<file path="src/rtl/fp_pkg.sv">
// rtl/fp_pkg.sv - shared constants, types and unpack helper for the binary32 adder
// Purpose : constants, the unpacked-operand struct, the adder state enum and
//           a flush-to-zero unpack function shared by the adder files.
// Ports   : none (package).
package fp_pkg;

  localparam int          EXP_BIAS = 127;
  localparam logic [31:0] QNAN     = 32'h7FC00000;
  localparam logic [31:0] POS_INF  = 32'h7F800000;

  // sig layout: [26] hidden bit, [25:3] stored mantissa, [2] guard, [1] round, [0] sticky
  typedef struct packed {
    logic        sign;
    logic [9:0]  exp;
    logic [26:0] sig;
  } fp_unpacked_t;

  typedef enum logic [2:0] {
    ST_IDLE  = 3'd0,
    ST_ALIGN = 3'd1,
    ST_ADD   = 3'd2,
    ST_NORM  = 3'd3,
    ST_ROUND = 3'd4,
    ST_DONE  = 3'd5
  } fp_state_t;

  // Subnormals (exp field 0) become a signed zero with an all-zero significand.
  function automatic fp_unpacked_t fp_unpack(input logic [31:0] w);
    fp_unpacked_t u;
    u.sign = w[31];
    if (w[30:23] == 8'd0) begin
      u.exp = 10'd0;
      u.sig = 27'd0;
    end else begin
      u.exp = {2'b00, w[30:23]};
      u.sig = {1'b1, w[22:0], 3'b000};
    end
    return u;
  endfunction

endpackage

</file>
<file path="src/rtl/fp_lzc.sv">
// rtl/fp_lzc.sv - combinational 27-bit leading-zero counter
// Purpose : counts leading zeros of the extended significand for normalisation.
// Ports   : i_data  [26:0] value to scan (MSB first)
//           o_count [4:0]  number of leading zeros, 27 when i_data is zero
module fp_lzc (
  input  logic [26:0] i_data,
  output logic [4:0]  o_count
);

  // Ascending scan: the highest set bit is the last one to write the count.
  always_comb begin
    o_count = 5'd27;
    for (int i = 0; i < 27; i++) begin
      if (i_data[i]) o_count = 5'(26 - i);
    end
  end

endmodule

</file>
<file path="src/rtl/fp_add_seq.sv">
// rtl/fp_add_seq.sv - multi-cycle IEEE-754 binary32 adder with valid/ready handshakes
// Purpose : one operation in flight; IDLE -> ALIGN(2 cycles) -> ADD -> NORM -> ROUND
//           -> DONE, round-to-nearest-even, subnormals flushed to zero.
//           out_valid rises five clocks after the accepting edge.
// Ports   : clk, rst (async, active high)
//           in_valid/in_ready, a, b     operand handshake and binary32 operands
//           out_valid/out_ready, result  result handshake and binary32 sum
//           flags[2:0]                   {invalid, overflow, inexact}
//           op_sub                       only with FP_ADD_SUB_OP_EN: result = a - b
// Macro   : FP_ADD_SUB_OP_EN adds the op_sub port.
module fp_add_seq
  import fp_pkg::*;
#(
  parameter int EXP_W = 8,
  parameter int MAN_W = 23
) (
  input  logic                   clk,
  input  logic                   rst,
  input  logic                   in_valid,
  output logic                   in_ready,
  input  logic [EXP_W+MAN_W:0]   a,
  input  logic [EXP_W+MAN_W:0]   b,
`ifdef FP_ADD_SUB_OP_EN
  input  logic                   op_sub,
`endif
  output logic                   out_valid,
  input  logic                   out_ready,
  output logic [EXP_W+MAN_W:0]   result,
  output logic [2:0]             flags
);

  localparam logic [9:0] EXP_INF = 10'(2 * EXP_BIAS + 1);

  fp_state_t    r_state;
  fp_state_t    w_state_next;
  logic         r_in_ready;
  logic         r_align_ph;

  logic [31:0]  r_a;
  logic [31:0]  r_b;
  fp_unpacked_t r_ua;          // larger magnitude operand
  fp_unpacked_t r_ub;          // smaller magnitude operand, aligned in ALIGN phase 1
  logic         r_special;
  logic [31:0]  r_special_res;
  logic [2:0]   r_special_flags;
  logic [27:0]  r_sum;
  logic [9:0]   r_exp;
  logic [26:0]  r_norm_sig;
  logic         r_zero;
  logic [31:0]  r_result;
  logic [2:0]   r_flags;

  // ---------------------------------------------------------------- FSM
  always_ff @(posedge clk or posedge rst) begin
    if (rst) begin
      r_state    <= ST_IDLE;
      r_in_ready <= 1'b0;
    end else begin
      r_state    <= w_state_next;
      // Registered so in_ready stays low during reset and rises one clock after release.
      r_in_ready <= (w_state_next == ST_IDLE);
    end
  end

  always_comb begin
    w_state_next = r_state;
    case (r_state)
      ST_IDLE:  if (in_valid && r_in_ready) w_state_next = ST_ALIGN;
      ST_ALIGN: if (r_align_ph) w_state_next = ST_ADD;
      ST_ADD:   w_state_next = ST_NORM;
      ST_NORM:  w_state_next = ST_ROUND;
      ST_ROUND: w_state_next = ST_DONE;
      ST_DONE:  if (out_ready) w_state_next = ST_IDLE;
      default:  w_state_next = ST_IDLE;
    endcase
  end

  assign in_ready  = r_in_ready;
  assign out_valid = (r_state == ST_DONE);
  assign result    = r_result;
  assign flags     = r_flags;

  // ------------------------------------------- ALIGN phase 0: unpack, specials, swap
  fp_unpacked_t w_ua_raw;
  fp_unpacked_t w_ub_raw;
  logic         w_swap;
  logic         w_a_nan, w_b_nan, w_a_inf, w_b_inf, w_invalid;
  logic [31:0]  w_special_res;

  always_comb begin
    w_ua_raw = fp_unpack(r_a);
    w_ub_raw = fp_unpack(r_b);
    w_swap   = {w_ub_raw.exp, w_ub_raw.sig} > {w_ua_raw.exp, w_ua_raw.sig};
    w_a_nan  = (&r_a[30:23]) & (|r_a[22:0]);
    w_b_nan  = (&r_b[30:23]) & (|r_b[22:0]);
    w_a_inf  = (&r_a[30:23]) & ~(|r_a[22:0]);
    w_b_inf  = (&r_b[30:23]) & ~(|r_b[22:0]);
    w_invalid = w_a_nan | w_b_nan | (w_a_inf & w_b_inf & (r_a[31] ^ r_b[31]));
    if (w_invalid)    w_special_res = QNAN;
    else if (w_a_inf) w_special_res = {r_a[31], POS_INF[30:0]};
    else              w_special_res = {r_b[31], POS_INF[30:0]};
  end

  // ------------------------------------------- ALIGN phase 1: shift smaller significand
  logic [9:0]  w_exp_diff;
  logic [26:0] w_mask;
  logic [26:0] w_b_shift;

  always_comb begin
    w_exp_diff = r_ua.exp - r_ub.exp;
    w_mask     = 27'd0;
    if (w_exp_diff >= 10'd26) begin
      // Everything lands below the round bit; only "was it nonzero" survives.
      w_b_shift = {26'd0, |r_ub.sig};
    end else begin
      w_mask    = ~(27'h7FFFFFF << w_exp_diff[4:0]);
      w_b_shift = (r_ub.sig >> w_exp_diff[4:0]) | {26'd0, |(r_ub.sig & w_mask)};
    end
  end

  // ------------------------------------------- ADD
  logic        w_eff_sub;
  logic [27:0] w_sum;

  assign w_eff_sub = r_ua.sign ^ r_ub.sign;
  // |A| >= |B| after the swap, so the difference never goes negative.
  assign w_sum = w_eff_sub ? ({1'b0, r_ua.sig} - {1'b0, r_ub.sig})
                           : ({1'b0, r_ua.sig} + {1'b0, r_ub.sig});

  // ------------------------------------------- NORM
  logic [4:0] w_lzc;

  fp_lzc u_lzc (
    .i_data  (r_sum[26:0]),
    .o_count (w_lzc)
  );

  // ------------------------------------------- ROUND
  logic        w_round_up;
  logic [24:0] w_mant;
  logic [9:0]  w_exp_rnd;
  logic        w_inexact;
  logic        w_zero_sign;
  logic [31:0] w_result;
  logic [2:0]  w_flags;

  always_comb begin
    w_round_up  = r_norm_sig[2] & (r_norm_sig[1] | r_norm_sig[0] | r_norm_sig[3]);
    w_mant      = {1'b0, r_norm_sig[26:3]} + {24'd0, w_round_up};
    w_exp_rnd   = w_mant[24] ? (r_exp + 10'd1) : r_exp;
    w_inexact   = |r_norm_sig[2:0];
    // Opposite signs cancelling give +0; like-signed zeros keep their sign.
    w_zero_sign = r_ua.sign & r_ub.sign;
    if (r_special) begin
      w_result = r_special_res;
      w_flags  = r_special_flags;
    end else if (r_zero) begin
      w_result = {w_zero_sign, 31'd0};
      w_flags  = 3'b000;
    end else if ($signed(w_exp_rnd) >= $signed(EXP_INF)) begin
      w_result = {r_ua.sign, POS_INF[30:0]};
      w_flags  = 3'b011;
    end else if ($signed(w_exp_rnd) <= 10'sd0) begin
      w_result = {r_ua.sign, 31'd0};
      w_flags  = 3'b001;
    end else begin
      // On a mantissa carry the significand is exactly 1.0, so the field bits are zero.
      w_result = {r_ua.sign, w_exp_rnd[7:0], (w_mant[24] ? w_mant[23:1] : w_mant[22:0])};
      w_flags  = {2'b00, w_inexact};
    end
  end

  // ------------------------------------------- datapath registers
  always_ff @(posedge clk or posedge rst) begin
    if (rst) begin
      r_align_ph      <= 1'b0;
      r_a             <= 32'd0;
      r_b             <= 32'd0;
      r_ua            <= '0;
      r_ub            <= '0;
      r_special       <= 1'b0;
      r_special_res   <= 32'd0;
      r_special_flags <= 3'd0;
      r_sum           <= 28'd0;
      r_exp           <= 10'd0;
      r_norm_sig      <= 27'd0;
      r_zero          <= 1'b0;
      r_result        <= 32'd0;
      r_flags         <= 3'd0;
    end else begin
      case (r_state)
        ST_IDLE: begin
          r_align_ph <= 1'b0;
          if (in_valid && r_in_ready) begin
            r_a <= a;
`ifdef FP_ADD_SUB_OP_EN
            r_b <= {b[EXP_W+MAN_W] ^ op_sub, b[EXP_W+MAN_W-1:0]};
`else
            r_b <= b;
`endif
          end
        end
        ST_ALIGN: begin
          r_align_ph <= ~r_align_ph;
          if (!r_align_ph) begin
            r_ua            <= w_swap ? w_ub_raw : w_ua_raw;
            r_ub            <= w_swap ? w_ua_raw : w_ub_raw;
            r_special       <= w_invalid | w_a_inf | w_b_inf;
            r_special_res   <= w_special_res;
            r_special_flags <= {w_invalid, 2'b00};
          end else begin
            r_ub.sig <= w_b_shift;
          end
        end
        ST_ADD: begin
          r_sum <= w_sum;
        end
        ST_NORM: begin
          r_zero <= (r_sum == 28'd0);
          if (r_sum[27]) begin
            // Carry out: shift right once, folding the dropped bit into sticky.
            r_norm_sig <= {r_sum[27:2], r_sum[1] | r_sum[0]};
            r_exp      <= r_ua.exp + 10'd1;
          end else begin
            r_norm_sig <= r_sum[26:0] << w_lzc;
            r_exp      <= r_ua.exp - {5'd0, w_lzc};
          end
        end
        ST_ROUND: begin
          r_result <= w_result;
          r_flags  <= w_flags;
        end
        default: ;
      endcase
    end
  end

endmodule

</file>
<file path="config.mk">
export PLATFORM = sky130hd
export DESIGN_NAME = fp_add_seq
export DESIGN_NICKNAME = d
export VERILOG_FILES = /design/src/rtl/fp_pkg.sv /design/src/rtl/fp_lzc.sv /design/src/rtl/fp_add_seq.sv
export SDC_FILE = /design/constraint.sdc
export NUM_CORES = 1
export LEC_CHECK = 0
export ABC_AREA = 1
export ABC_CLOCK_PERIOD_IN_PS = 9350
export BUFFER_PORTS_ARGS = -buffer_cell sky130_fd_sc_hd__buf_4
export CORE_MARGIN = 2
export CORE_UTILIZATION = 31
export CTS_CLUSTER_DIAMETER = 200
export DETAILED_ROUTE_END_ITERATION = 10
export PLACE_DENSITY = 0.48
export SLEW_MARGIN = 20
export SYNTH_ARGS = -nofsm -noshare
export SYNTH_HDL_FRONTEND = slang
export SYNTH_SLANG_ARGS = --single-unit
</file>
<file path="constraint.sdc">
create_clock -name clk -period 9.35 [get_ports clk]
set_clock_uncertainty 0.05 [all_clocks]
set_input_delay 0.935 -clock clk [delete_from_list [all_inputs] [get_ports clk]]
set_output_delay 0.935 -clock clk [all_outputs]
set_load 0.05 [all_outputs]
</file>
Word-level counts from Yosys, hierarchy flattened
Index checks and enable logic that the tools add are counted.
W data, S select, Z words.
{ "totals": {"ff_bits": 280, "wordCells": 131} }
{ "classes": {"add_sub_neg": 7, "n_lt_le_gt_ge": 4, "eq_ne": 5, "shifts": 3, "n_mux": 53, "bitwise": 23, "reduce_logical": 16} }
{ "op_table": {"columns": ["operator", "count"], "rows": [
  ["$mux W32", 4],
  ["$mux W27", 3],
  ["$mux W5", 16],
  ["$mux W38", 2],
  ["$mux W35", 2],
  ["$mux W31", 2],
  ["$reduce_or A27 Y1", 2],
  ["$reduce_or A23 Y1", 2],
  ["$gt A37 B37 Y1", 1],
  ["$mux W4", 8],
  ["$add A27 B27 Y28", 1],
  ["$logic_not A28 Y1", 1],
  ["$mux W28", 1],
  ["$sub A27 B27 Y28", 1],
  ["$and A27 B27 Y27", 1],
  ["$not A27 Y27", 1],
  ["$or A27 B1 Y27", 1],
  ["$shl A27 B5 Y27", 1],
  ["$shl A27 B5 Y27 const A", 1],
  ["$shr A27 B5 Y27", 1],
  ["$add A24 B1 Y25", 1],
  ["$mux W23", 1],
  ["$add A10 B1 Y10 const B", 2],
  ["$mux W10", 2],
  ["other kinds (24)", 53]
]} }

Logic depth before layout (Yosys ltp)
Gate-level depths: netlist of the first run.
{ "depth": {"ltp_word": 29, "ltp_mapped": 47} }

Cells and area by module
Synthesis of the first run repeated with hierarchy kept, for this count alone.
{ "hier_totals": {"cells_unflattened": 2884, "hier_area_um2": 18909.4} }
{ "by_module_without_submodules": {"columns": ["mod", "n_inst", "cells_each", "area_per_inst_um2", "seq_area_each_um2"], "rows": [
  ["fp_add_seq", 1, 2804, 18556.5, 6080.8],
  ["fp_lzc", 1, 80, 352.8, 0.0]
]} }

Worst setup path after synthesis of the first run
OpenSTA, ideal clock, no wires.
{ "synth_path": {"kind": "register -> register", "start": "register r_sum[2]", "end": "register r_exp[9]", "t_arrival_ns": 3.833, "t_required_ns": 9.164, "setup_slack_ns": 5.331, "path_stages_with_launch": 30, "path_buffers": 1, "period_less_slack_ns": 4.019, "cell_sequence": "dfrtp_1 > o21ai_0 > nand3_1 > nand2_1 > nand2_1 > nand2_1 > a311oi_1 > o31ai_1 > nand3_1 > a21oi_2 > clkinv_1 > clkbuf_1 > ha_1 > o21ai_0 > nor2_1 > ha_1 > inv_1 > nor2_1 > nor2_1 > nor2_1 > nor2_1 > o21bai_1 > inv_1 > nor2_1 > nor2_1 > o21bai_1 > nand2_1 > a21oi_1 > xnor2_1 > o21ai_0"} }
{ "synth_via": {"elab_chain_len": 27} }
{ "synth_rtl": {"columns": ["item", "line_no", "rtl"], "rows": [
  ["from (decl)", "fp_add_seq.sv:46", "logic [27:0] r_sum;"],
  ["from (signal assigned)", "fp_add_seq.sv:216", "r_sum <= w_sum;"],
  ["$mux W2", "fp_lzc.sv:14", "if (i_data[i]) o_count = 5'(26 - i);"],
  ["$mux W4 (8 in a row)", "fp_lzc.sv:14", null],
  ["$mux W5 (16 in a row)", "fp_lzc.sv:14", null],
  ["$sub A10 B5 Y10", "fp_add_seq.sv:226", "r_exp <= r_ua.exp - {5'd0, w_lzc};"],
  ["$mux W10", "fp_add_seq.sv:220", "if (r_sum[27]) begin"],
  ["to (signal assigned)", "fp_add_seq.sv:223", "r_exp <= r_ua.exp + 10'd1;"],
  ["to (signal assigned)", "fp_add_seq.sv:226", null],
  ["to (decl)", "fp_add_seq.sv:47", "logic [9:0] r_exp;"]
]} }
No other way between the ends.
A chain may end at the register's enable or synchronous reset.

Worst setup path after layout of the first run
{ "layout_path": {"start": "register r_sum[1]", "end": "register r_exp[9]"} }
{ "layout_via": {"elab_chain_len": 28} }
{ "layout_rtl": {"columns": ["item", "line_no"], "rows": [
  ["$mux W2 (2 in a row)", "fp_lzc.sv:14"],
  ["$mux W4 (8 in a row)", "fp_lzc.sv:14"],
  ["$mux W5 (16 in a row)", "fp_lzc.sv:14"],
  ["$sub A10 B5 Y10", "fp_add_seq.sv:226"],
  ["$mux W10", "fp_add_seq.sv:220"]
]} }
No other way between the ends.

==> results of run 1 <==
[sequential cells by signal (all words and copies together) (netlist names), 3 cells and up]
register       count
r_ub              36
r_state            3
r_a               32
r_exp             10
flags              3
r_special_res      3
r_b               32
r_sum             28
r_ua              33
result            32
r_norm_sig        27
[layout by cell type, fill, tap and decap left out, types with 12 or more instances in the layout]
cell       instances
o2111ai_1         13
nor3_1            22
a21oi_1          165
o21ai_2           12
buf_4            123
dfrtp_1          243
o21ai_0          196
mux2i_1           13
o211ai_1          28
nand4_1           38
nor4_1            21
nand2_1          558
ha_1              78
nand3_1          172
xor2_1            61
inv_1            259
o22ai_1           30
nor2_1           282
a2bb2oi_1         22
clkbuf_16         31
xnor2_1           20
[path summary, 6_finish.rpt]
kind | endpoint | slack (ps) | cells after the start
worst max-delay path | r_exp[9] | 3740 | 45
worst min-delay path | result[28] | 340 | 2
worst max register to register | r_exp[9] | 3740 | 45
worst min register to register | result[6] | 430 | 2
max in group asynchronous | r_ub[0] | 7590 | 3
min in group clk | result[6] | 430 | 2
[per-layer routing]
metal  track usage [%]  wire length [um]  vias to the layer above
met4              6.66              2050                        0
met2              37.5             30700                      448
met1              27.7             27100                     8195
met3              2.26              2660                       99
li1                  -                 -                     8399
met5                 0                 0                        -
[cell usage after synthesis (12+ instances only)]
cell,count,share of area (%)
nor2_1,284,6.1
nor3_1,23,0.66
nand2_1,558,12
o22ai_1,30,1.1
a21oi_1,165,4.7
nand4_1,38,1.4
a2bb2oi_1,22,1.1
o2111ai_1,13,0.65
o21ai_0,196,5.6
dfrtp_1,243,35
inv_1,260,5.6
o211ai_1,28,1.2
clkbuf_1,109,2.3
nor4_1,21,0.75
xor2_1,61,3.1
nand3_1,172,4.9
xnor2_1,20,1.0
ha_1,78,5.6
o21ai_2,12,0.60
mux2i_1,13,0.75
[through the flow]
step	utilization (%)	instances	setup slack, ps	hold WS (ps)	cell area, sq um
after global placement	34.1	3233	3780	412	18800
after CTS	36.1	3289	3740	359	20000
after detailed placement	34.1	3233	3760	417	18800
after floorplan	-	2484	1690	390	17400
after global routing	36.1	3289	2960	385	20000
final	36.1	3290	3740	344	20000
[cells by family after synthesis]
logic type	after synthesis
flip-flops	243
adder cells (fa/ha/maj)	80
AO/OA/AOI/OAI	549
multiplexers	18
buffers and inverters	394
XOR/XNOR	82
AND/OR/NAND/NOR	1118
[layout make-up]
cell class              count  area (sq um)
inverters                 271          1020
well taps                 748           936
repair buffers            124           943
clock inverters            14           251
clock buffers              42           877
multi-input cells        1847          9860
fillers                  6043         35300
diodes                      1          2.50
flip-flops and latches    243          6080
==> key figures, run 1 <==
Yosys
  • Post-Synth XOR/XNOR Area: about 4.2%
  • Library cells used by synthesis: 65
  • Largest family of logic cells by synthesized area: simple AND/OR/NAND/NOR gates
  • Mux cell area share after synthesis: ~1.1%
  • Synth Area in Adders: approximately 6%
  • Ys async rst share: 100%
  • Post-synthesis simple-gate area fraction: ~27%
  • Post-synth EDFFs: 0
  • Synth Instances: about 2500
  • Yosys reg bits: approximately 240
  • Post-synthesis sequential area ratio: 34.9%
  • Synth Warn #: 0
  • Net count after synthesis: 2632
  • Synth Area in Compound Gates: 18.6%
  • Synth Flop Type: dfrtp_1
  • Synth Cell Area: between 15000 and 20000 sq um
  • Mean Syn Cell Area: 7.02 sq um

Finish
  • Nets: about 2700
  • P&R area growth vs syn: 14.6%
  • Layout cells sized above 1: under 10%

Clock network
  • H-tree levels: 1
  • CTS sink cnt: around 240
  • Clock transition at path regs: ~60 ps
  • Num CTS Buffers: 31
  • Post-CTS Setup Repair Bufs: 0
  • Root buffer cell: clkbuf_16
  • Clock latency at the later pin of the worst-skew pair: 590 ps
  • CTS tree: yes
  • Clk buf depth: 3
  • Post_cts resized: 0
  • Cts hold-fix bufs: 0

Global routing
  • Number of antenna violations at the first check in global routing: 1
  • Gr usage total: 21.4%
  • First-pass GRT wire length: between 90000 and 100000 um
  • GR Overflow Total: 0
  • Vias in the first global route: 16700
  • Largest net degree at the start of global routing: ~170

Run status
  • Status: completed

Floorplanning
  • Die Y: around 240 um
  • Initial core utilization: roughly a third
  • Core Box Area: roughly 55000 sq um
  • I/O pins: approximately 110
  • # rows: 86
  • Die width: 241 um
  • Die area: about 58000 sq um

Setup path
  • Crit path max fanout: 31
  • Most frequent CP cell: nand2_1
  • Setup crit start: r_sum[1]
  • CP startpoint kind: flop
  • Family with the most delay on the worst path: simple AND/OR/NAND/NOR gates
  • Critical Path Sink Type: flop
  • Worst Path Arrival: around 6000 ps
  • Kind of critical path: reg -> reg
  • Slowest CP cell: nand2_1
  • RR Startpoint: r_sum[1]
  • CP Buf/Inv Count: 4
  • Required @ worst endpoint: between 9000 and 10000 ps
  • Max incr delay on CP: between 700 and 800 ps

Detailed routing
  • Final ANT Viol Nets: 0
  • 1st-iter DRT viols: between 1000 and 1500
  • # DRC: 0
  • Pre-antenna DRT Iters: 8
  • Final wirelength: 62600 um
  • Vias: 17100
  • Drt wl/cell: approximately 19 um
  • Vias per std cell: 5.21

Placed design
  • Hpwl dp: 47700 um
  • GPL Wtd Cong: about 0.95
  • Port Buf Inserts: approximately 100

STA
  • Pins Over Slew Limit: 0
  • RSZ-0062 raised after global routing: false
  • Final count of hold timing violations: 0
  • Actual slew at the worst max-slew pin: roughly 1000 ps
  • Final Cycle Share: 60.0%
  • Post-Route Setup TNS: 0 ps
  • Max_slew headroom: between 30% and 40%
  • Crit path time final: roughly 5600 ps
  • FMAX: approximately 180 MHz
  • Final setup fails: 0

Worst hold path
  • HP Class: in -> async

Job
  • Max_cap viols: 0
Power of run 1 is not shown: default switching activity piles up to over one toggle a cycle in this logic, so the estimate is an artifact.
==> run 2, diff against run 1 <==
Settings changed: ABC_AREA 1 to 0, ABC_CLOCK_PERIOD_IN_PS 9350 to 5900.
Clock period 9.35 ns to 5.9 ns, I/O delays scaled along.
==> run 2 against run 1 <==
Effect of this change: die area increased by 0.33%; core utilization decreased by 0.57 points; cell count decreased by 13%; critical path depth decreased by 31; final area decreased by 0.23%; synthesized cell count decreased by 16%; hold slack got worse by 320 ps; maximum frequency increased by 17%; worst setup slack got worse by 2600 ps; sequential cell count unchanged; largest cell class unchanged.
==> key figures, run 2 <==
Yosys
  • Most frequent cell after synthesis: nand2_1
  • Synth Instances: between 2000 and 2500
  • Synth Cell Area: roughly 17000 sq um
  • Synth area leaders: dfrtp_1, nand2_1, ha_1, mux2i_1, a21oi_1
  • Net count after synthesis: about 2200
  • Synth Warn #: 0
  • Synth Flop Type: dfrtp_1
  • Yosys top cell area share: between 30% and 40%
  • Mean Syn Cell Area: between 8 and 9 sq um
  • Yosys reg bits: between 200 and 250
  • Ys async rst share: between 90% and 100%
  • Post-synthesis sequential area ratio: a little over a third
  • Synth top cells by count: nand2_1, dfrtp_1, a21oi_1
  • Cell taking the most area after synthesis: dfrtp_1
  • Library cells used by synthesis: 87
  • Post-synth EDFFs: 0

Finish
  • Diode count: 0
  • Layout cells sized above 1: 14.2%
  • Most frequent cells in the layout: nand2_1, dfrtp_1, a21oi_1, buf_4, nor2_1
  • Top Registers: r_ub: 36 flops, r_ua: 33 flops
  • Commonest non-fill, non-tap cell in the layout: nand2_1
  • Most flop-heavy register: r_ub
  • Fillers: between 5000 and 6000
  • P&R area growth vs syn: 14.0%
  • Max FFs per register: 36
  • Nets: approximately 2200

Floorplanning
  • Core Box Area: between 50000 and 60000 sq um
  • # rows: 87
  • I/O pins: between 100 and 150
  • Die Y: between 200 and 250 um
  • Die width: between 200 and 250 um
  • Initial core utilization: a little under a third
  • Die area: around 58000 sq um

Setup path
  • Required @ worst endpoint: approximately 6300 ps
  • RR Startpoint: r_b[28]
  • CP startpoint kind: flop
  • Max incr delay on CP: roughly 570 ps
  • Worst Path Arrival: between 5000 and 6000 ps
  • Crit path max fanout: 39
  • Setup crit start: r_b[28]
  • Kind of critical path: reg -> reg
  • Critical Path Sink Type: flop
  • Slowest CP cell: nand2_1
  • Crit-path cells: nor4_1 > nand2_1 > and2_1 > ha_1 > a21o_1 > a21o_1 > a21oi_1 > or4_1 > o211ai_1 > a21oi_1 > a21oi_4 > buf_4 > nor2b_1 > a221o_1

STA
  • Post-Route Setup TNS: 0 ps
  • Final Cycle Share: between 80% and 90%
  • Crit path time final: 4810 ps
  • Actual slew at the worst max-slew pin: just over 900 ps
  • Max_slew headroom: about two fifths
  • Final count of hold timing violations: 0
  • Final setup fails: 0
  • Pins Over Slew Limit: 0
  • FMAX: just over 200 MHz
  • RSZ-0062 raised after global routing: false

Global routing
  • Vias in the first global route: 15400
  • GR Overflow Total: 0
  • First-pass GRT wire length: ~89000 um
  • Number of antenna violations at the first check in global routing: 0
  • Largest net degree at the start of global routing: 75
  • Gr usage total: a little under a fifth

Detailed routing
  • 1st-iter DRT viols: between 1000 and 1500
  • Pre-antenna DRT Iters: 6
  • DR WL met3: about 2400 um
  • Metal-1 WL: around 26000 um
  • Vias per std cell: ~5.4
  • Vias: around 16000
  • Max layer used: met4
  • Final ANT Viol Nets: 0
  • Final wirelength: 56300 um
  • Drt wl/cell: 19.6 um
  • Routed wl met2: ~26000 um
  • # DRC: 0

Job
  • Max_cap viols: 0

Run status
  • Status: completed

Clock network
  • CTS sink cnt: between 200 and 250
  • Cts hold-fix bufs: 0
  • Clock latency at the later pin of the worst-skew pair: between 500 and 600 ps
  • Clk buf depth: 3
  • CTS tree: yes
  • Root buffer cell: clkbuf_16
  • Clock transition at path regs: ~60 ps
  • Num CTS Buffers: 30
  • Post_cts resized: 0
  • Post-CTS Setup Repair Bufs: 0
  • H-tree levels: 1

Placed design
  • GPL Wtd Cong: 0.874
  • Port Buf Inserts: 104
  • Hpwl dp: approximately 42000 um

Worst hold path
  • HP Class: in -> async
## run 2: metrics by stage
step / setup WS (ps) / utilization, % / std cells / hold slack [ps] / area [sq um]
floorplan: 1720 / - / 2076 / 384 / 17500
global placement: 1120 / 33.8 / 2818 / 409 / 19000
detailed placement: 1060 / 33.8 / 2818 / 414 / 19000
CTS: 1050 / 35.5 / 2872 / 22.1 / 19900
global route: 640 / 35.6 / 2872 / 54.2 / 19900
finish: 1090 / 35.6 / 2872 / 24.9 / 19900
## run 2: layout make-up
type	count	area (sq um)	share of cell area, %
Clock buffer	45	918	4.61
Clock inverter	9	50.0	0.251
Inverter	62	236	1.19
Multi-Input combinational cell	1616	10600	53.4
Sequential cell	243	6080	30.5
Tap cell	756	946	4.75
Timing Repair Buffer	141	1060	5.31
## run 2: logic make-up (layout without fill, tap and decap cells)
group / after synthesis / after routing / synth area share [%]
AOI/OAI and AO/OA: 538 / 538 / 19.8
DFF: 243 / 243 / 34.8
buffers and inverters: 217 / 257 / 4.93
xor gates and xnor gates: 91 / 91 / 4.56
adders and majority gates: 81 / 81 / 5.87
muxes: 159 / 159 / 10.1
and+or+nand+nor: 747 / 747 / 20.0
## run 2: final timing paths
path | depth (start not counted) | slack, ps | to
max in group asynchronous | 3 | 4470 | r_b[10]
setup / recovery | 14 | 1090 | r_ub[18]
setup reg to reg | 14 | 1090 | r_ub[18]
hold reg to reg | 1 | 420 | r_special_res[30]
min in group clk | 3 | 170 | r_a[24]
hold / removal | 2 | 20 | r_ua[28]
## run 2: layer usage
layer  global-route usage [%]  up-vias
met2                     31.2      402
met4                     6.69        0
met3                     2.39       96
met1                     25.7     7588
met5                        0        -
li1                         -     7498
## run 2: critical path, delay by kind of cell (launching register included)
family | cells | cell delay, ps
fa+ha+maj | 1 | 300
simple gates | 5 | 2170
flops | 1 | 440
compound gates | 7 | 1290
buf+inv | 1 | 420
Power of run 2 is left out for the same reason.
==> run 3, diff against run 2 <==
Settings changed: ABC_AREA 0 to 1, ABC_CLOCK_PERIOD_IN_PS 5900 to 4900.
Clock period 5.9 ns to 4.9 ns, I/O delays scaled along.
==> run 3 against run 2 <==
Effect of this change: sequential cell count stayed put; routed wire length is 14% higher; cell count is 16% higher; global-route usage is 3.1 points higher; via count is 11% higher; core utilization is 0.90 points higher.
==> key figures, run 3 (synthesis gave the netlist of run 1 again) <==
STA
  • Final Cycle Share: about 88%
  • Crit path setup slack, layout: 601 ps
  • FMAX: about 230 MHz
  • Crit path time final: 4300 ps
  • Final count of hold timing violations: 0
  • Final setup fails: 0
  • Actual slew at the worst max-slew pin: around 940 ps
  • Pins Over Slew Limit: 0
  • Hold Slack: approximately 17 ps
  • Post-Route Setup TNS: 0 ps
  • Max_slew headroom: about 37%
  • RSZ-0062 raised after global routing: false

Clock network
  • Cts hold-fix bufs: 0
  • Clock latency at the later pin of the worst-skew pair: roughly 590 ps
  • CTS tree: yes
  • Clock transition at path regs: roughly 60 ps
  • Root buffer cell: clkbuf_16
  • Clk buf depth: 3
  • Post_cts resized: 0
  • CTS sink cnt: ~240
  • Post-CTS Setup Repair Bufs: 0
  • H-tree levels: 1
  • Num CTS Buffers: 30

Floorplanning
  • I/O pins: roughly 110
  • Core Box Area: between 50000 and 60000 sq um
  • # rows: 86
  • Die Y: between 200 and 250 um
  • Die area: 58100 sq um
  • Die width: roughly 240 um
  • Initial core utilization: roughly a third

Global routing
  • Vias in the first global route: roughly 17000
  • Number of antenna violations at the first check in global routing: 0
  • Largest net degree at the start of global routing: 125
  • Gr usage total: 22.1%
  • GR Overflow Total: 0
  • First-pass GRT wire length: about 100000 um

Setup path
  • Max incr delay on CP: about 420 ps
  • Worst-case reg-to-reg path depth: 46
  • Slowest CP cell: dfrtp_1
  • Family with the most delay on the worst path: simple AND/OR/NAND/NOR gates
  • Most frequent CP cell: nand2_1
  • CP startpoint kind: flop
  • Worst Path Arrival: ~4700 ps
  • Kind of critical path: reg -> reg
  • Critical Path Sink Type: flop
  • Crit path max fanout: 5
  • Required @ worst endpoint: 5310 ps
  • CP Buf/Inv Count: 5
  • Critical Path Stages: 46

Placed design
  • Worst slack, placed: between 600 and 700 ps
  • Port Buf Inserts: about 100
  • Hpwl dp: 49100 um
  • GPL Wtd Cong: 0.970

Detailed routing
  • Final ANT Viol Nets: 0
  • Vias: approximately 17000
  • 1st-iter DRT viols: 1228
  • Vias per std cell: between 5 and 6
  • Pre-antenna DRT Iters: 5
  • Final wirelength: ~64000 um
  • Drt wl/cell: between 15 and 20 um
  • # DRC: 0

Finish
  • Commonest non-fill, non-tap cell in the layout: nand2_1
  • Nets: 2696
  • Diode count: 0
  • Max FFs per register: 36
  • P&R area growth vs syn: 15.7%
  • Sequential cell area: 6080 sq um
  • Most flop-heavy register: r_ub
  • Most frequent cells in the layout: nand2_1, nor2_1, inv_1, dfrtp_1, o21ai_0
  • Multi-input logic area: just under 10000 sq um
  • Fillers: about 6000
  • Layout cells sized above 1: around a tenth
  • Top Registers: r_ub: 36 flops, r_ua: 33 flops

Job
  • Max_cap viols: 0

Run status
  • Status: completed

Worst hold path
  • HP Class: in -> async
run 3: cell types whose count changed in the layout (fill, tap and decap cells not counted), sizes merged, moves of 25 or more:
cell	delta
a21o	-25
o21ai	+78
and2	-30
mux2	-62
a221o	-25
nand3	+105
inv	+204
nor2	+148
xnor2	-35
xor2	+26
nand2	+240
and3	-27
mux2i	-72
run 3: layout make-up:
cell class              count  share of cell area [%]
multi-input cells        1847                    48.9
clock buffers              40                    4.11
well taps                 748                    4.64
flip-flops and latches    243                    30.2
inverters                 271                    5.06
repair buffers            155                    5.96
clock inverters            16                    1.16
run 3: worst register-to-register path, delay by kind of cell, from the launching register on:
kind / cells / cell delay (ps)
XOR/XNOR: 1 / 130
AO/OA/AOI/OAI: 4 / 600
adder cells (fa/ha/maj): 2 / 480
AND/OR/NAND/NOR: 34 / 2080
buffers and inverters: 5 / 430
flip-flops: 1 / 420
run 3: path summary, 6_finish.rpt:
path	start	to	slack (ps)
max	r_sum[1]	r_exp[9]	600
min	rst	result[0]	20
max reg2reg	r_sum[1]	r_exp[9]	600
min reg2reg	r_special_res[30]	r_special_res[30]	430
max in group asynchronous	rst	r_ub[9]	3620
min in group clk	a[5]	r_a[5]	100
run 3: metrics by stage:
stage          util (%)  cell area (sq um)  std cells
2_1_floorplan         -              17400       2484
3_3_place_gp       34.5              19100       3264
3_5_place_dp       34.5              19100       3264
4_1_cts            36.5              20200       3320
5_1_grt            36.5              20200       3320
6_report           36.5              20200       3320
run 3: metal layers:
metal | share of wire, % | wire, um | vias up | global-route usage [%]
li1 | - | - | 8477 | -
met1 | 44 | 28400 | 8183 | 29.1
met2 | 48 | 31100 | 462 | 38.1
met3 | 3.9 | 2530 | 111 | 2.06
met4 | 3.3 | 2110 | 0 | 7.16
met5 | 0 | 0 | - | 0
Power of run 3 is left out for the same reason.
